<file path="config.mk">
export PLATFORM = sky130hd
export DESIGN_NAME = act_writeback_scheduler
export DESIGN_NICKNAME = d
export VERILOG_FILES = /design/src/rtl/act_writeback_scheduler.sv
export SDC_FILE = /design/constraint.sdc
export NUM_CORES = 1
export LEC_CHECK = 0
export ABC_AREA = 1
export BUFFER_PORTS_ARGS = -buffer_cell sky130_fd_sc_hd__buf_2
export CAP_MARGIN = 30
export CORE_MARGIN = 2
export CORE_UTILIZATION = 35
export DETAILED_ROUTE_END_ITERATION = 8
export GPL_ROUTABILITY_DRIVEN = 0
export PLACE_DENSITY_LB_ADDON = 0.15
export SLEW_MARGIN = 10
export SYNTH_ARGS = -nofsm -noshare
export SYNTH_HDL_FRONTEND = slang
export SYNTH_SLANG_ARGS = --single-unit
</file>
<file path="constraint.sdc">
create_clock -name clk -period 3.1 [get_ports clk]
set_input_delay 0 -clock clk [delete_from_list [all_inputs] [get_ports clk]]
set_output_delay 0 -clock clk [all_outputs]
set_load 0.01 [all_outputs]
</file>
<file path="src/rtl/act_writeback_scheduler.sv">
// -----------------------------------------------------------------------------
// act_writeback_scheduler
//
// Arbitrates the activation-memory write port between two sources:
//   * external activation loading: one word per accepted load_valid beat,
//     written at an auto-incrementing load pointer;
//   * PE-array tile writeback: NB_TRANSFERS output words, one per PE column,
//     written at drain_base, drain_base + stride, ...
//
// The requantisation (mapping) register sits between the column mux and the
// memory. Writeback therefore trails the column index by one cycle, and one
// FLUSH cycle follows the last DRAIN cycle to write the final word.
//
// Ports
//   clk                      rising-edge clock
//   arst_n_in                asynchronous active-low reset
//   load_valid / load_ready  external word handshake (IDLE only)
//   load_ptr_set, load_base  reload the load pointer (any state, set wins)
//   drain_start              begin tile writeback (accepted in IDLE only)
//   drain_base, drain_stride first address / increment, sampled on start
//   transfer_index           PE column driving the output mux
//   ce_mapping               clock enable of the mapping register stage
//   write_activations_memory memory chip select, active-low (0 = write)
//   mem_addr                 write address
//   outputs_to_memory_flag   data source: 1 = packed outputs, 0 = external
//   output_valid             writeback beat this cycle
//   drain_busy               drain in progress (DRAIN or FLUSH)
//   drain_done               single-cycle pulse in the FLUSH cycle
// -----------------------------------------------------------------------------
module act_writeback_scheduler #(
    parameter int ADDR_WIDTH_ACT = 14,
    parameter int NB_TRANSFERS   = 16
) (
    input  logic                      clk,
    input  logic                      arst_n_in,
    input  logic                      load_valid,
    output logic                      load_ready,
    input  logic                      load_ptr_set,
    input  logic [ADDR_WIDTH_ACT-1:0] load_base,
    input  logic                      drain_start,
    input  logic [ADDR_WIDTH_ACT-1:0] drain_base,
    input  logic [ADDR_WIDTH_ACT-1:0] drain_stride,
    output logic [3:0]                transfer_index,
    output logic                      ce_mapping,
    output logic                      write_activations_memory,
    output logic [ADDR_WIDTH_ACT-1:0] mem_addr,
    output logic                      outputs_to_memory_flag,
    output logic                      output_valid,
    output logic                      drain_busy,
    output logic                      drain_done
);

    typedef enum logic [1:0] {
        IDLE  = 2'd0,
        DRAIN = 2'd1,
        FLUSH = 2'd2
    } state_t;

    localparam logic [3:0] LAST_INDEX = 4'(NB_TRANSFERS - 1);

    state_t                    state_reg,    state_next;
    logic [3:0]                index_reg,    index_next;
    logic [ADDR_WIDTH_ACT-1:0] load_ptr_reg, load_ptr_next;
    logic [ADDR_WIDTH_ACT-1:0] stride_reg,   stride_next;
    // Running writeback address: starts at drain_base and gains one stride
    // per written beat, so no multiplier is needed.
    logic [ADDR_WIDTH_ACT-1:0] wb_addr_reg,  wb_addr_next;
    logic                      load_accept;

    always_ff @(posedge clk or negedge arst_n_in) begin
        if (!arst_n_in) begin
            state_reg    <= IDLE;
            index_reg    <= '0;
            load_ptr_reg <= '0;
            stride_reg   <= '0;
            wb_addr_reg  <= '0;
        end else begin
            state_reg    <= state_next;
            index_reg    <= index_next;
            load_ptr_reg <= load_ptr_next;
            stride_reg   <= stride_next;
            wb_addr_reg  <= wb_addr_next;
        end
    end

    always_comb begin
        state_next               = state_reg;
        index_next               = index_reg;
        stride_next              = stride_reg;
        wb_addr_next             = wb_addr_reg;
        load_accept              = 1'b0;
        load_ready               = 1'b0;
        ce_mapping               = 1'b0;
        transfer_index           = 4'd0;
        write_activations_memory = 1'b1;
        mem_addr                 = load_ptr_reg;
        outputs_to_memory_flag   = 1'b0;
        output_valid             = 1'b0;
        drain_busy               = 1'b0;
        drain_done               = 1'b0;

        case (state_reg)
            IDLE: begin
                // A drain request takes the port ahead of a coincident load.
                load_ready = !drain_start;
                if (drain_start) begin
                    state_next   = DRAIN;
                    index_next   = 4'd0;
                    stride_next  = drain_stride;
                    wb_addr_next = drain_base;
                end else if (load_valid) begin
                    load_accept              = 1'b1;
                    write_activations_memory = 1'b0;
                end
            end

            DRAIN: begin
                drain_busy     = 1'b1;
                ce_mapping     = 1'b1;
                transfer_index = index_reg;
                index_next     = index_reg + 4'd1;
                if (index_reg == LAST_INDEX) begin
                    state_next = FLUSH;
                    index_next = 4'd0;
                end
                // Column 0 is still in the mapping register at index 0.
                if (index_reg != 4'd0) begin
                    write_activations_memory = 1'b0;
                    outputs_to_memory_flag   = 1'b1;
                    output_valid             = 1'b1;
                    mem_addr                 = wb_addr_reg;
                    wb_addr_next             = wb_addr_reg + stride_reg;
                end
            end

            FLUSH: begin
                drain_busy               = 1'b1;
                drain_done               = 1'b1;
                write_activations_memory = 1'b0;
                outputs_to_memory_flag   = 1'b1;
                output_valid             = 1'b1;
                mem_addr                 = wb_addr_reg;
                wb_addr_next             = wb_addr_reg + stride_reg;
                state_next               = IDLE;
            end

            default: begin
                state_next = IDLE;
                index_next = 4'd0;
            end
        endcase

        // Pointer reload wins over the increment; the coincident beat has
        // already been addressed with the old pointer above.
        if (load_ptr_set) begin
            load_ptr_next = load_base;
        end else if (load_accept) begin
            load_ptr_next = load_ptr_reg + 1'b1;
        end else begin
            load_ptr_next = load_ptr_reg;
        end
    end

endmodule

</file>
Yosys cells after proc, flatten, opt, wreduce, memory -nomap -nowiden
Index checks and enable logic that the tools add are counted.

storage, ports and cells
  word-level logic and storage cells = 52
  output and inout port bits = 25
  register bits = 48

cells by class
  bitwise gates (word level) = 1
  eq/ne operators = 6
  add/subtract/negate cells = 3
  muxes and demuxes = 27
  reductions and logical operators = 10

operators with widths
  cell                                                              number
  14-bit two-way mux                                                5
  14-bit case mux with 3 select lines                               1
  14-bit case mux with 2 select lines                               1
  14-bit by 1-bit adder with 14-bit output (second input constant)  1
  14-bit adder                                                      1
  4-bit two-way mux                                                 3
  4-bit case mux with 3 select lines                                1
  1-bit two-way mux                                                 11
  2-bit inequality test (second input constant)                     3
  2-bit AND reduction                                               3
  4-bit by 1-bit adder with 4-bit output (second input constant)    1
  4-bit == test (second input constant)                             1
  2-bit two-way mux                                                 2
  2-bit case mux with 2 select lines                                1
  4-bit nonzero test                                                1
  1-bit case mux with 3 select lines                                1
  3-bit AND reduction                                               1
  3-bit nonzero test                                                1
  2-bit by 1-bit == test with 1-bit output (second input constant)  1
  2-bit == test (second input constant)                             1
  2-bit zero test                                                   1
  1-bit case mux with 2 select lines                                1
  2-bit nonzero test                                                1
  2-bit OR reduction                                                1
  other kinds (2)                                                   2

Logic depth before layout (Yosys ltp)
  word-level depth = 5
  depth in mapped cells = 12
  depth with buffers taken out = 11

Worst setup path before layout
Ideal clock, no wire load.

  path kind = reg2reg
  start = register wb_addr_reg[0]
  end = register wb_addr_reg[8]
  clock period less this slack = 1.724 ns
  path buffers = 0
  setup slack = 1.376 ns
  arrival time = 1.651 ns
  cell stages (with the launch flop) = 10
  library setup time = 0.073 ns
  cells stage by stage = dfrtp_1 > ha_1 > fa_1 > nand3_1 > nand3_1 > nand2_1 > nand2_1 > a21oi_1 > o21ai_0 > a21oi_2

between the ends
  cells in the longest elaborated chain, start to end = 3

ends and longest elaborated chain
  what                                   line      RTL
  from (decl)                            67        logic [ADDR_WIDTH_ACT-1:0] wb_addr_reg, wb_addr_next;
  from (signal assigned)                 82        wb_addr_reg <= wb_addr_next;
  14-bit adder *                         132, 143
  14-bit two-way mux                     127       if (index_reg != 4'd0) begin
  14-bit case mux with 3 select lines *  102       case (state_reg)

Every way passes the cells marked *; elsewhere a longest branch is shown, timed or not. The select of a mux whose other input is x is not followed.
A chain may end at the register's enable or synchronous reset.

Final worst setup path
  start = register state_reg[1]
  end = output port mem_addr[9]

between the ends
  cells in the longest elaborated chain, start to end = 2
  elaborated cells between the ends (all ways) = 3
  classes of those cells = eq/ne (2); mux (1)

ends and longest elaborated chain
  what                                                                              line  RTL
  from (decl)                                                                       61    state_t state_reg, state_next;
  from (signal assigned)                                                            78    state_reg <= state_next;
  2-bit == test / 2-bit by 1-bit == test with 1-bit output (equally long branches)  102
  14-bit case mux with 2 select lines *                                             102
  to (decl)                                                                         46    output logic [ADDR_WIDTH_ACT-1:0] mem_addr,

Every way passes the cells marked *; elsewhere a longest branch is shown, timed or not.

==> flow_summary.yaml <==
critical_path:
  rr_endpoint: "load_ptr_reg[7]"
  reg2regPathDepth: 10
  crit_path_max_fanout: 11
  worstPathRequired_ps: 3100
  cp-end-kind: "primary output"
  path_class: "reg -> out"
  cp-start-kind: "flip-flop"
  endpoint: "mem_addr[9]"
  regToRegSetupSlack_ps: 1020
  crit_start: "state_reg[1]"
  rr_startpoint: "state_reg[0]"
  cp.arrival_ps: 2420
floorplanning:
  fp-row-count: 37
  core_sq_mm: 0.01014
  pin_count: 72
  die_y_um: 105.5
  start_util: 0.3553
  die_x_um: 105.5
  die-area_sq_mm: 0.01112
sta:
  tns_ps: 0
  hold_violations: 0
  rsz0062_at_grt: "false"
  skew_ps: 14.27
  slew_headroom: 0.5213
  fin_crit_ps: 2416
  fin_crit_sh: 0.7793
  finalMaxSlewViolations: 0
  setup_violations: 0
  worst_pin_slew_ps: 718.0
  max_freq_ghz: 0.4140
global_routing:
  grt_antenna_before_repair: 0
  grt_first_pass_wirelength_um: 16290
  grt_pass1_vias: 3254
  grt_max_degree: 30
  grt.overflow.total: 0
  grt_usage: 0.1836
cts:
  clockBufferDepth: 2
  numCtsBuffers: 5
  clock-sinks: 48
  clkLatencyLatePin_ps: 300
  cts_tree: "yes"
  cts_max_level: 2
  clk_pin_slew_ps: 100
  cts_root_buffer: "clkbuf_8"
power_and_ir_drop:
  power_per_cell_area_mw_per_mm2: 1062
  p_leak_nw: 2.306
  peakVddDrop_mv: 0.4633
route:
  antenna_left: 0
  routedWlPerCell_um: 13.77
  finalWirelength_um: 9848
  via_count: 3377
  drc: 0
  drt_iter0_drc: 205
  drtPass1Iterations: 4
  avgViaCountPerCell: 4.723
cells_and_area:
  drive_gt1_frac: 0.2176
  area_delta_synth_final_pct: 21.33
  n_antenna_cell: 0
  fin_nets: 646
  stdcell_area_sq_mm: 0.004370
synthesis:
  synth_area_sq_mm: 0.003602
  synth.area.top_cells: "dfrtp_1 (33%), nand2_1 (12%), inv_1 (7.5%)"
  synthArstFlopShare: 1.000
  netlist_instances: 488
  synth_top_area_cell: "dfrtp_1"
  synth_edf_count: 0
  yosysWarnings: 0
  synth_flop_cell: "dfrtp_1"
  synthesis.nets: 556
  synth_top_area_frac: 0.3334
  ys_seq_area_frac: 0.3334
  ys_ff_latch: 48
  synthDistinctLibCells: 41
  syn_avg_cell_area_sq_um: 7.382
hold_path:
  hold_path_class: "in -> reg"
  min_from: "drain_base[8]"
placed_design:
  hpwl_um: 7585
  placed_area_sq_mm: 0.004053
  portBuffers: 71
job:
  cap_viol_max_count: 0
outcome:
  status: "finished, final reports clean"
[worst min path at each step]
| stage | to | cells past startpoint | slack, ps |
|---|---|---|---|
| finish | wb_addr_reg[8] | 3 | 10 |
| global route | wb_addr_reg[8] | 3 | 9 |
| CTS | wb_addr_reg[8] | 3 | 4 |
| detailed placement | load_ptr_reg[1] | 1 | 100 |
| global placement | load_ptr_reg[1] | 1 | 110 |
| floorplan | index_reg[0] | 0 | -300 |
[cell families after synthesis]
kind of cell | count (synthesis) | share of synthesized area
multiplexers | 15 | 0.04654
buffers and inverters | 90 | 0.1070
AND/OR/NAND/NOR | 227 | 0.2824
adder cells (fa/ha/maj) | 21 | 0.07503
flip-flops | 48 | 0.3334
XOR/XNOR | 11 | 0.02674
AO/OA/AOI/OAI | 76 | 0.1289
[cells in the final DEF, fill, tap and decap left out, drive strengths merged]
cell / instances
nand4: 5
a211oi: 1
buf: 75
o211ai: 3
o221ai: 1
a22oi: 1
o22ai: 11
mux2i: 1
dfrtp: 48
ha: 20
fa: 1
xnor2: 1
xor2: 10
o21bai: 1
inv: 76
o31ai: 2
nand3: 34
nand2: 127
nor3: 8
a21o: 1
nor2: 52
or2: 1
o21ai: 35
a21oi: 18
dlygate4sd3: 22
clkbuf: 8
a31oi: 2
mux2: 14
[power by group]
part	switching (mW)	internal, mW	leakage, nW
Clock	0.214	0.183	0.0455
Sequential	0.228	0.892	0.574
Combinational	1.94	1.19	1.69
Total	2.38	2.26	2.31
[final cells by class]
class	instances	area, sq um
Sequential cell	48	1201
Tap cell	136	170.2
Timing Repair Buffer	97	605.6
Multi-Input combinational cell	350	2016
Fill cell	1069	5768
Inverter	76	287.8
Clock buffer	8	90.09
[cell usage after synthesis, types with 4 or more instances]
master / count
nor2_1: 45
o21ai_1: 8
xor2_1: 10
buf_6: 4
inv_1: 72
a21oi_1: 15
dfrtp_1: 48
nand4_1: 5
nand3_1: 33
nand2_1: 118
o21ai_0: 25
buf_2: 6
ha_1: 20
o22ai_1: 9
nor3_1: 8
nand2_2: 6
mux2_2: 14
[worst max-delay path: stages, from the launching register on]
cell	delay, ps
dfrtp_1	410
inv_1	100
ha_1	440
inv_1	130
o21bai_1	170
nand2_1	230
inv_2	250
nand2_1	110
o21ai_0	110
buf_2	170
[metrics by stage]
stage | setup WS [ps] | hold WS (ps) | utilization | instances | power, mW
finish | 684.3 | 11.09 | 0.4311 | 715 | 4.640
global route | 497.6 | 9.318 | 0.4311 | 715 | 5.177
CTS | 519.9 | 3.594 | 0.4303 | 714 | 4.668
detailed placement | 867.1 | 104.8 | 0.3997 | 684 | 4.231
global placement | 1028 | 114.3 | 0.3997 | 684 | 4.195
floorplan | 1376 | -295.6 | - | 488 | 3.462
[routing by layer]
layer	share of wire	GRT usage	vias to the layer above
li1	-	-	1754
met1	0.50	0.2708	1525
met2	0.43	0.2806	85
met3	0.048	0.02597	13
met4	0.017	0.04762	0
met5	0	0	-
[timing repair]
item,CTS,global route
hold buffers,22,0
resized for setup,0,0
setup buffers,0,0
endpoints found under the hold margin,49,0
endpoints found under the setup margin,0,0
Power figures use the tool's default switching activity.
